$ cat config.mk
export PLATFORM = sky130hd
export DESIGN_NAME = stopwatch_timer
export DESIGN_NICKNAME = d
export VERILOG_FILES = /design/src/rtl/stopwatch_pkg.sv /design/src/rtl/stopwatch_timer_bcd_digit.sv /design/src/rtl/stopwatch_timer.sv
export SDC_FILE = /design/constraint.sdc
export NUM_CORES = 1
export LEC_CHECK = 0
export CAP_MARGIN = 0
export CORE_ASPECT_RATIO = 1.4
export CORE_MARGIN = 2
export CORE_UTILIZATION = 30
export CTS_CLUSTER_SIZE = 8
export DETAILED_ROUTE_END_ITERATION = 12
export RECOVER_POWER = 25
export SETUP_SLACK_MARGIN = 0.3
export SLEW_MARGIN = 20
export SYNTH_ARGS = -nofsm -noshare
export SYNTH_HDL_FRONTEND = slang
export SYNTH_SLANG_ARGS = --single-unit
$ cat constraint.sdc
create_clock -name clk -period 2.3 [get_ports clk]
set_input_delay 0.46 -clock clk [delete_from_list [all_inputs] [get_ports clk]]
set_output_delay 0.46 -clock clk [all_outputs]
set_load 0.01 [all_outputs]
$ cat src/rtl/stopwatch_pkg.sv
// Shared definitions for the stopwatch run-control stage: state encoding,
// per-digit wrap limits and the default tick divider for a 100 MHz clock.
package stopwatch_pkg;

    typedef enum logic [1:0] {
        IDLE  = 2'd0,
        RUN   = 2'd1,
        PAUSE = 2'd2
    } state_t;

    localparam logic [3:0] DIG_MAX_DEC      = 4'd9;
    localparam logic [3:0] DIG_MAX_SEC_TENS = 4'd5;

    localparam int TICK_DIV_DEFAULT = 1_000_000;

endpackage

$ cat src/rtl/stopwatch_timer_bcd_digit.sv
// One BCD counter digit with a programmable wrap value; four of these are
// chained through carry to form the SS.hh display count.
module bcd_digit (
    input  logic       clk,
    input  logic       clr,
    input  logic       en,
    input  logic       clear,
    input  logic [3:0] max,
    output logic [3:0] q,
    output logic       carry
);

    assign carry = en && (q == max);

    // A synchronous clear takes priority over counting so that zeroing never
    // races with a carry arriving from the digit below.
    always_ff @(posedge clk or posedge clr) begin
        if (clr) begin
            q <= 4'd0;
        end else if (clear) begin
            q <= 4'd0;
        end else if (en) begin
            q <= (q == max) ? 4'd0 : q + 4'd1;
        end
    end

endmodule

$ cat src/rtl/stopwatch_timer.sv
// Stopwatch run control: prescales clk into 0.01 s ticks, drives a BCD
// SS.hh count and issues a one-cycle lap strobe aligned with the digits.
module stopwatch_timer
    import stopwatch_pkg::*;
#(
    parameter int TICK_DIV = TICK_DIV_DEFAULT
) (
    input  logic       clk,
    input  logic       clr,
    input  logic       start_stop,
    input  logic       zero,
    input  logic       lap,
    output logic [3:0] dout0,
    output logic [3:0] dout1,
    output logic [3:0] dout2,
    output logic [3:0] dout3,
    output logic       lap_strobe,
    output logic       running,
    output logic       ovf
);

    localparam int PW = (TICK_DIV > 2) ? $clog2(TICK_DIV) : 1;
    localparam logic [PW-1:0] PRESC_LAST = PW'(TICK_DIV - 1);

    state_t        state;
    logic [PW-1:0] presc;
    logic          tick;
    logic          zero_clear;
    logic          start_clear;
    logic          carry0;
    logic          carry1;
    logic          carry2;
    logic          carry3;

    assign tick        = (state == RUN) && (presc == PRESC_LAST);
    assign zero_clear  = (state == PAUSE) && zero && !start_stop;
    assign start_clear = (state == IDLE) && start_stop;

    // Run/pause FSM; running is registered alongside the state it mirrors.
    always_ff @(posedge clk or posedge clr) begin
        if (clr) begin
            state   <= IDLE;
            running <= 1'b0;
        end else begin
            case (state)
                IDLE: begin
                    if (start_stop) begin
                        state   <= RUN;
                        running <= 1'b1;
                    end
                end
                RUN: begin
                    if (start_stop) begin
                        state   <= PAUSE;
                        running <= 1'b0;
                    end
                end
                PAUSE: begin
                    if (start_stop) begin
                        state   <= RUN;
                        running <= 1'b1;
                    end else if (zero) begin
                        state <= IDLE;
                    end
                end
                default: begin
                    state   <= IDLE;
                    running <= 1'b0;
                end
            endcase
        end
    end

    // The prescaler holds its value while paused so a resume loses no time.
    always_ff @(posedge clk or posedge clr) begin
        if (clr) begin
            presc <= '0;
        end else if (start_clear || zero_clear) begin
            presc <= '0;
        end else if (state == RUN) begin
            presc <= tick ? '0 : presc + PW'(1);
        end
    end

    always_ff @(posedge clk or posedge clr) begin
        if (clr) begin
            lap_strobe <= 1'b0;
            ovf        <= 1'b0;
        end else begin
            lap_strobe <= (state == RUN) && lap;
            if (zero_clear) begin
                ovf <= 1'b0;
            end else if (carry3) begin
                ovf <= 1'b1;
            end
        end
    end

    bcd_digit u_dig0 (
        .clk   (clk),
        .clr   (clr),
        .en    (tick),
        .clear (zero_clear),
        .max   (DIG_MAX_DEC),
        .q     (dout0),
        .carry (carry0)
    );

    bcd_digit u_dig1 (
        .clk   (clk),
        .clr   (clr),
        .en    (carry0),
        .clear (zero_clear),
        .max   (DIG_MAX_DEC),
        .q     (dout1),
        .carry (carry1)
    );

    bcd_digit u_dig2 (
        .clk   (clk),
        .clr   (clr),
        .en    (carry1),
        .clear (zero_clear),
        .max   (DIG_MAX_DEC),
        .q     (dout2),
        .carry (carry2)
    );

    bcd_digit u_dig3 (
        .clk   (clk),
        .clr   (clr),
        .en    (carry2),
        .clear (zero_clear),
        .max   (DIG_MAX_SEC_TENS),
        .q     (dout3),
        .carry (carry3)
    );

endmodule

==> results.txt, run 1 <==
The worst setup slack for register-to-register paths was 0.14 ns; the overall die height was 105 um. For the initial core utilization, the log shows 0.305. Setup repair after global routing could not meet its margin everywhere.

The count of pins over their slew limit is 0, and the count of mapped cells out of synthesis is 232. The tools report the first-iteration detailed-routing DRC count as 114. The number of nets still failing antenna checks after routing is 0. The critical path endpoint category is a flop. The run finished with clean final reports. The overall routing resource usage is 0.140. The fraction of final layout cells with drive strength greater than 1 was 0.225. The tools report the number of sinks handled by clock tree synthesis as 41. The net count after synthesis came out at 238.

Counting flops and latches in the post-synthesis netlist gives 41. Summed over all layers, the routed wires come to 5.63 mm. Detailed placement finished with a half-perimeter wire length of 3.54 mm. Detailed routing inserted a total of 1,954 vias. The final period utilization came out at 0.941. At the end of the flow, the number of nets in the layout was 295.

Worst supply voltage drop on vdd: 0.441 mV. The die width was 76.5 um. 0 antenna diodes ended up in the layout. The transition time of the tightest slew-check pin works out to 1.05 ns. Most common flop cell mapped by yosys: dfrtp_1.

Subtracting the final worst setup slack from the clock period gives 2.16 ns. The pre-antenna-repair detailed-routing pass consisted of 4 iterations. After routing the design area is 0.00303 mm^2. After clock tree synthesis, the clock-pin slew on the worst setup and hold paths is 0.08 ns. The ratio of total power to cell area was 838 mW/mm^2; the wire length per cell after detailed routing was 14.6 um.

The worst hold path class was reg -> reg. A synthesized cell averages 9.50 um^2. The area growth from synthesis to layout is 37.2%. Data arrival time at the worst-slack endpoint: 2.39 ns.

The biggest cell delay along the critical path was 0.54 ns; the number of global-route vias before repair was 1,938. Final-layout setup total negative slack: 0 ns. TritonCTS built the clock tree. For the I/O pin count, the log shows 24.

For the static leakage, the log shows 1.28 nW. The die footprint is 0.00806 mm^2. The later pin in the worst-skew pair is clocked with a latency of 0.30 ns. The filler cells instantiated in the layout total 727.

Count of maximum capacitance violations: 0. Root buffer cell: clkbuf_8. After synthesis, the netlist uses 50 different library cells. After global routing the overflow that remains totals 0.

Of all nets on the critical path, the largest fanout is 7. The placed instances occupy a cell area of 0.00270 mm^2. The area of the core is 0.00722 mm^2, and the area taken by flip-flops and latches is 0.00103 mm^2. The async set-reset flop share out of synthesis is 1.00, and the fmax is 462 MHz.

The buffering stage count on the worst path with inverters included came out at 1. The headroom to the max-slew limit was 0.300. The logs give 0 for the warning count from the yosys run and 2.53 ns for the required time at the endpoint of the critical path. The count of endpoints failing setup in the final report came out at 0. The remaining routing DRC violations is 0. The floorplan has 37 rows. The H-tree was split into 2 levels. The setup clock skew after layout came out at 0.00915 ns.

Hold repair after CTS inserted 0 buffers. The worst setup path is launched from a flop. For the last weighted congestion value of the routability-driven placer, the log shows 0.759. Count of input and output buffers: 23.

The maximum number of pins on one net before global-route repair is 42. The number of clock buffers inserted by TritonCTS is 5. Summing every instance area after synthesis gives 0.00220 mm^2.

The run gives 0.465 as the sequential fraction of the synthesis area. Slowest library cell on the worst path: or4_4. Dominant delay contributor by cell family on the critical path: simple AND/OR/NAND/NOR gates. For the number of antenna violations at the first check in global routing, the log shows 0. Walking the worst path, the cells encountered are nor4b_4 > nand2_1 > or4_4 > buf_6 > or4b_4 > o211ai_2. The multi-input combinational cells in the finished layout cover a total of 0.00126 mm^2. The number of enable flip-flop cells after synthesis is 0. After detailed routing, the number of vias per cell comes to 5.06. The critical path is of the reg -> reg type. The tools report the count of final hold-check violations as 0. The first global-routing pass estimated 9.16 mm of wire. The clock passes through at most 2 buffers.
[cell usage after synthesis, types with 2 or more instances]
| master | number | area [um^2] |
|---|---|---|
| a21oi_1 | 4 | 20.0 |
| and2_1 | 2 | 12.5 |
| and3_1 | 5 | 31.3 |
| and4_1 | 3 | 26.3 |
| buf_1 | 2 | 7.51 |
| buf_2 | 3 | 15.0 |
| clkbuf_1 | 2 | 7.51 |
| dfrtp_1 | 41 | 1030 |
| inv_1 | 6 | 22.5 |
| mux2_2 | 2 | 22.5 |
| nand2_1 | 25 | 93.8 |
| nand3_1 | 19 | 95.1 |
| nand3b_1 | 3 | 22.5 |
| nand4_1 | 8 | 50.1 |
| nor2_1 | 24 | 90.1 |
| nor2b_1 | 7 | 43.8 |
| nor3_1 | 4 | 20.0 |
| o211ai_1 | 5 | 37.5 |
| o21a_1 | 2 | 15.0 |
| o21ai_0 | 10 | 50.1 |
| o21ai_1 | 2 | 10.0 |
| or3_1 | 2 | 12.5 |
| or4_1 | 5 | 37.5 |
| xnor2_1 | 7 | 61.3 |
| xor2_1 | 14 | 123 |
[report_power, final]
group	total [mW]	switching [mW]	internal [mW]
clock network	0.573	0.257	0.316
logic	0.912	0.431	0.480
registers	1.05	0.186	0.865
total	2.54	0.875	1.66
[metrics by stage]
stage	cells	total power [mW]	setup WS [ns]	hold WS, ns	util
finish	386	2.54	0.137	0.482	0.419
floorplan	232	1.46	0.217	0.498	-
detailed placement	365	1.89	0.00312	0.472	0.374
CTS	378	2.52	0.110	0.489	0.401
global route	386	2.70	0.0365	0.517	0.419
global placement	365	1.88	0.0352	0.465	0.374
[worst paths after layout]
kind | startpoint | end | depth (start not counted)
worst max-delay path | presc[13] | u_dig2.q[3] | 6
worst min-delay path | running | running | 1
worst max register to register | presc[13] | u_dig2.q[3] | 6
worst min register to register | running | running | 1
max in group asynchronous | clr | u_dig2.q[0] | 3
min in group asynchronous | clr | presc[11] | 3
[sequential cells by signal (all words and copies together), names as in the netlist]
register	cells
u_dig0.q	4
u_dig3.q	4
lap_strobe	1
running	1
u_dig1.q	4
state	2
presc	20
ovf	1
u_dig2.q	4
[cell type report]
type                            count  share of cell area
Clock inverter                      2              0.0116
Timing Repair Buffer               55               0.160
Tap cell                           97              0.0401
Clock buffer                        5              0.0227
Inverter                            6             0.00744
Sequential cell                    41               0.340
Multi-Input combinational cell    180               0.417
[worst reg2reg max path, cell delays in order (launching register included)]
cell	delay, ns
dfrtp_1	0.41
nor4b_4	0.31
nand2_1	0.13
or4_4	0.54
buf_6	0.15
or4b_4	0.47
o211ai_2	0.08
[layer usage]
layer  vias to the layer above  GRT usage  share of wire
li1                        943          -              -
met1                       974      0.165           0.40
met2                        29      0.251           0.56
met3                         8     0.0214          0.022
met4                         0     0.0623          0.017
met5                         -          0              0
[layout by cell type, fill, tap and decap left out, types with 2 or more instances in the layout]
cell,count
a21oi_1,4
and2_1,2
and3_1,5
and4_1,3
buf_4,25
buf_6,3
clkbuf_8,5
clkdlybuf4s50_1,22
dfrtp_1,38
dfrtp_2,3
inv_1,6
nand2_1,25
nand3_1,19
nand3b_1,3
nand4_1,8
nor2_1,23
nor2b_1,7
nor3_1,3
nor4b_4,2
o211ai_1,5
o21a_1,2
o21ai_0,10
o21ai_2,3
o21ai_4,3
or4_1,4
xnor2_1,6
xor2_1,14
[cell families after synthesis]
group / synth area share
AND/OR/NAND/NOR: 0.305
flip-flops: 0.465
AO/OA/AOI/OAI: 0.0988
XOR/XNOR: 0.0834
buffers and inverters: 0.0272
multiplexers: 0.0148
adder cells (fa/ha/maj): 0.00567
[what timing repair did]
action	4_1_cts	5_1_grt
buffers inserted	5	5
cloned	1	3
endpoints found under the hold margin	0	0
endpoints found under the setup margin	27	18
pin swaps	7	4
gates resized for setup	9	13
No activity file was read; power rests on OpenSTA's default activity.
==> run 2, diff against run 1 <==
- ABC_CLOCK_PERIOD_IN_PS: not set -> 2300
- CAP_MARGIN: 0 -> not set
- CORE_UTILIZATION: 30 -> 50
- PLACE_DENSITY: not set -> 0.72
==> run 2 against run 1 <==
- clock-buffer cell count grew 1
- non-clock buffer count fell by 3
- fmax increased by 0.59%
- clock power down 22%
- design area fell by 5.3%
- critical path type unchanged
- critical endpoint unchanged
- largest cell class unchanged
- largest power group unchanged
==> results.txt, run 2 (synthesis results as in run 1) <==
The number of global-route vias before repair came out at 1,792 (was 1,938). The wire length per cell after detailed routing is 14.3 um (was 14.6 um), and the I/O pin count is 24 (unchanged). The switching power share of the total was 0.347 (was 0.345).

The final period utilization is 0.935 (was 0.941). The run finished with clean final reports. The data arrival time at the worst-slack endpoint is 2.37 ns (was 2.39 ns), and the setup clock skew after layout is 0.00611 ns (was 0.00915 ns).

The end point of the most critical hold path is running (unchanged). The level count of the clock H-tree came out at 2 (unchanged). The fraction of final layout cells with drive strength greater than 1 is 0.190 (was 0.225). Slowest library cell on the worst path: or4_4 (unchanged). For the net switching component of the power, the log shows 0.814 mW (was 0.875 mW). The final-layout setup total negative slack is 0 ns (unchanged), and the final instance area is 0.00287 mm^2 (was 0.00303 mm^2).

The post-layout minimum cycle time is 2.15 ns (was 2.16 ns), and the post-CTS clock slew at the launch and capture registers of the worst setup and hold paths is 0.08 ns (about the same). CP Cell Sequence: nor4b_4 > nand2_1 > or4_4 > buf_6 > or4b_4 > o211ai_2 (unchanged). The overall die height was 82.6 um (was 105 um).

The number of instances in the placed design is 325 (was 365), and the cts-stage hold buffer count is 0 (unchanged). The maximum buffer depth of the clock tree was 2 (unchanged). The number of cell instances on the worst register-to-register path is 6 (unchanged), and the die width is 60.1 um (was 76.5 um). The tools report the half-perimeter wire length after placement as 3.37 mm (was 3.54 mm). The critical setup path kind is reg -> reg (unchanged). The first-pass GRT wire length came out at 8.14 mm (was 9.16 mm).

The run gives 4.92 mm (was 5.63 mm) as the total wire length after detailed routing. The final non-filler cell total is 344 (was 386). The most common cell after layout, fill and taps aside is dfrtp_1 (unchanged). The transition time of the tightest slew-check pin came out at 1.02 ns (was 1.05 ns).

The tools report the total overflow reported by the global router as 0 (unchanged). The fmax is 465 MHz (was 462 MHz), and the core occupancy in the finished layout is 0.676 (was 0.419). The count of input and output buffers is 23 (unchanged), and the buffering stage count on the worst path with inverters included is 1 (unchanged). The cell-internal power was 1.54 mW (was 1.66 mW); the worst hold path depth was 1 (unchanged). The run gives 121 (was 114) as the first-iteration detailed-routing DRC count. Hold path startpoint: running (unchanged). For the required time at the endpoint of the critical path, the log shows 2.52 ns (was 2.53 ns).

For the fraction of power consumed by combinational cells, the log shows 0.367 (was 0.359). The run gives 0 (unchanged) as the number of antenna violations at the first check in global routing. The tools report the count of maximum capacitance violations as 0 (unchanged). Number of sinks handled by clock tree synthesis: 41 (unchanged). Setup repair after global routing could not meet its margin everywhere. The remaining routing DRC violations came out at 0 (unchanged).

For the post-layout total power, the log shows 2.35 mW (was 2.54 mW). The biggest cell delay along the critical path is 0.54 ns (about the same). The logs give 0.520 (was 0.305) for the initial core utilization and 0.15 ns (was 0.14 ns) for the worst setup slack for register-to-register paths. The ratio of total power to cell area is 820 mW/mm^2 (was 838 mW/mm^2), and the area growth from synthesis to layout is 30.0% (was 37.2%).

The number of nets in the final layout was 289 (was 295); the count of final hold-check violations was 0 (unchanged). The root buffer cell was clkbuf_8 (unchanged). The tools report the worst hold margin as 0.479 ns (was 0.482 ns). For the sequential share of power, the log shows 0.443 (was 0.415). The worst supply voltage drop on vdd came out at 0.411 mV (was 0.441 mV). Critical path endpoint category: a flop (unchanged). The number of clock buffers inserted by TritonCTS was 5 (unchanged). The maximum number of pins on one net before global-route repair was 42 (unchanged).

The run gives 0.00263 mm^2 (was 0.00270 mm^2) as the instance area at placement. The tools report the number of nets still failing antenna checks after routing as 0 (unchanged). The routed via count divided by cell count came out at 5.43 (was 5.06). The dominant delay contributor by cell family on the critical path is simple AND/OR/NAND/NOR gates (unchanged). The placement-stage worst setup slack was -0.00715 ns (was 0.00312 ns). The run gives 333 (was 727) as the number of fill cells. The number of antenna cells inserted was 0 (unchanged); the count of endpoints failing setup in the final report was 0 (unchanged). The number of flip-flops in the largest register works out to 20 (unchanged). Die footprint: 0.00496 mm^2 (was 0.00806 mm^2).

The static leakage was 1.24 nW (was 1.28 nW); the critical-path maximum fanout was 6 (was 7). The number of rows created at floorplan came out at 28 (was 37). The worst setup margin is 0.150 ns (was 0.137 ns), and the overall routing resource usage is 0.218 (was 0.140).

TritonCTS built the clock tree. The endpoint of the most critical register-to-register path was u_dig2.q[3] (unchanged). The area of the core came out at 0.00424 mm^2 (was 0.00722 mm^2). Register name with the most flops: presc (unchanged).

The critical register-to-register path startpoint was presc[11] (was presc[13]). The fraction of power consumed by the clock network was 0.191 (was 0.226). The worst hold path class is reg -> reg (unchanged).

Commonest cells after routing, fill and taps aside: dfrtp_1, nand2_1, buf_4 (unchanged). The headroom to the max-slew limit was 0.321 (was 0.300); the total iterations of the first detailed-routing run was 4 (unchanged). The count of pins over their slew limit was 0 (unchanged). For the total number of vias, the log shows 1,867 (was 1,954). The startpoint type of the worst setup path was a flop (unchanged). Clock insertion delay at the later pin of the skew report: 0.29 ns (was 0.30 ns). The last weighted congestion value of the routability-driven placer was 0.760 (was 0.759).
run 2: cell types whose count changed in the layout (fill, tap and decap cells not counted), sizes merged:
cell / delta
dlymetal6s2s: +1
buf: -2
clkdlybuf4s50: -1
o21ai: -3
bufinv: -1
clkinv: +1
run 2: power by group through the flow:
stage | logic [mW] | clock network [mW] | registers (mW)
finish | 0.862 | 0.448 | 1.04
global route | 0.959 | 0.497 | 1.06
CTS | 0.860 | 0.460 | 1.03
detailed placement | 0.818 | 0 | 1.06
global placement | 0.808 | 0 | 1.05
floorplan | 0.389 | 0 | 1.07
run 2: worst register-to-register path: stages, from the launching register on:
cell and delay (ns):
dfrtp_1 0.42, nor4b_4 0.33, nand2_1 0.09, or4_4 0.54, buf_6 0.15, or4b_4 0.47
o211ai_2 0.08
run 2: how the worst max path moves through the flow:
stage | startpoint | end | slack, ns | cells past startpoint
floorplan | presc[0] | u_dig2.q[3] | 0.22 | 7
global placement | start_stop | presc[7] | 0.008 | 6
detailed placement | start_stop | presc[7] | -0.007 | 6
CTS | presc[12] | u_dig2.q[3] | 0.16 | 6
global route | presc[15] | u_dig2.q[3] | 0.09 | 6
finish | presc[11] | u_dig2.q[3] | 0.15 | 6
run 2: layout make-up:
cell class                 instances  area (um^2)  area share
multi-input combinational        177         1210       0.421
sequential                        41         1030       0.358
timing repair buffer              52          453       0.158
tap                               60         75.1      0.0262
clock buffer                       6         72.6      0.0253
inverter                           6         22.5     0.00786
clock inverter                     2         10.0     0.00349
run 2: layer usage:
metal / up-vias / global-route usage / routed length, um
met3: 6 / 0.0327 / 83
met4: 0 / 0.0733 / 70
li1: 925 / - / -
met5: - / 0 / 0
met1: 914 / 0.244 / 2000
met2: 22 / 0.410 / 2770
run 2: repair_timing:
action                                  CTS  global route
endpoints found under the setup margin   27            32
gates cloned                              1             0
gates resized for setup                   7             6
setup buffers                            10             0
pin swaps                                 7             2
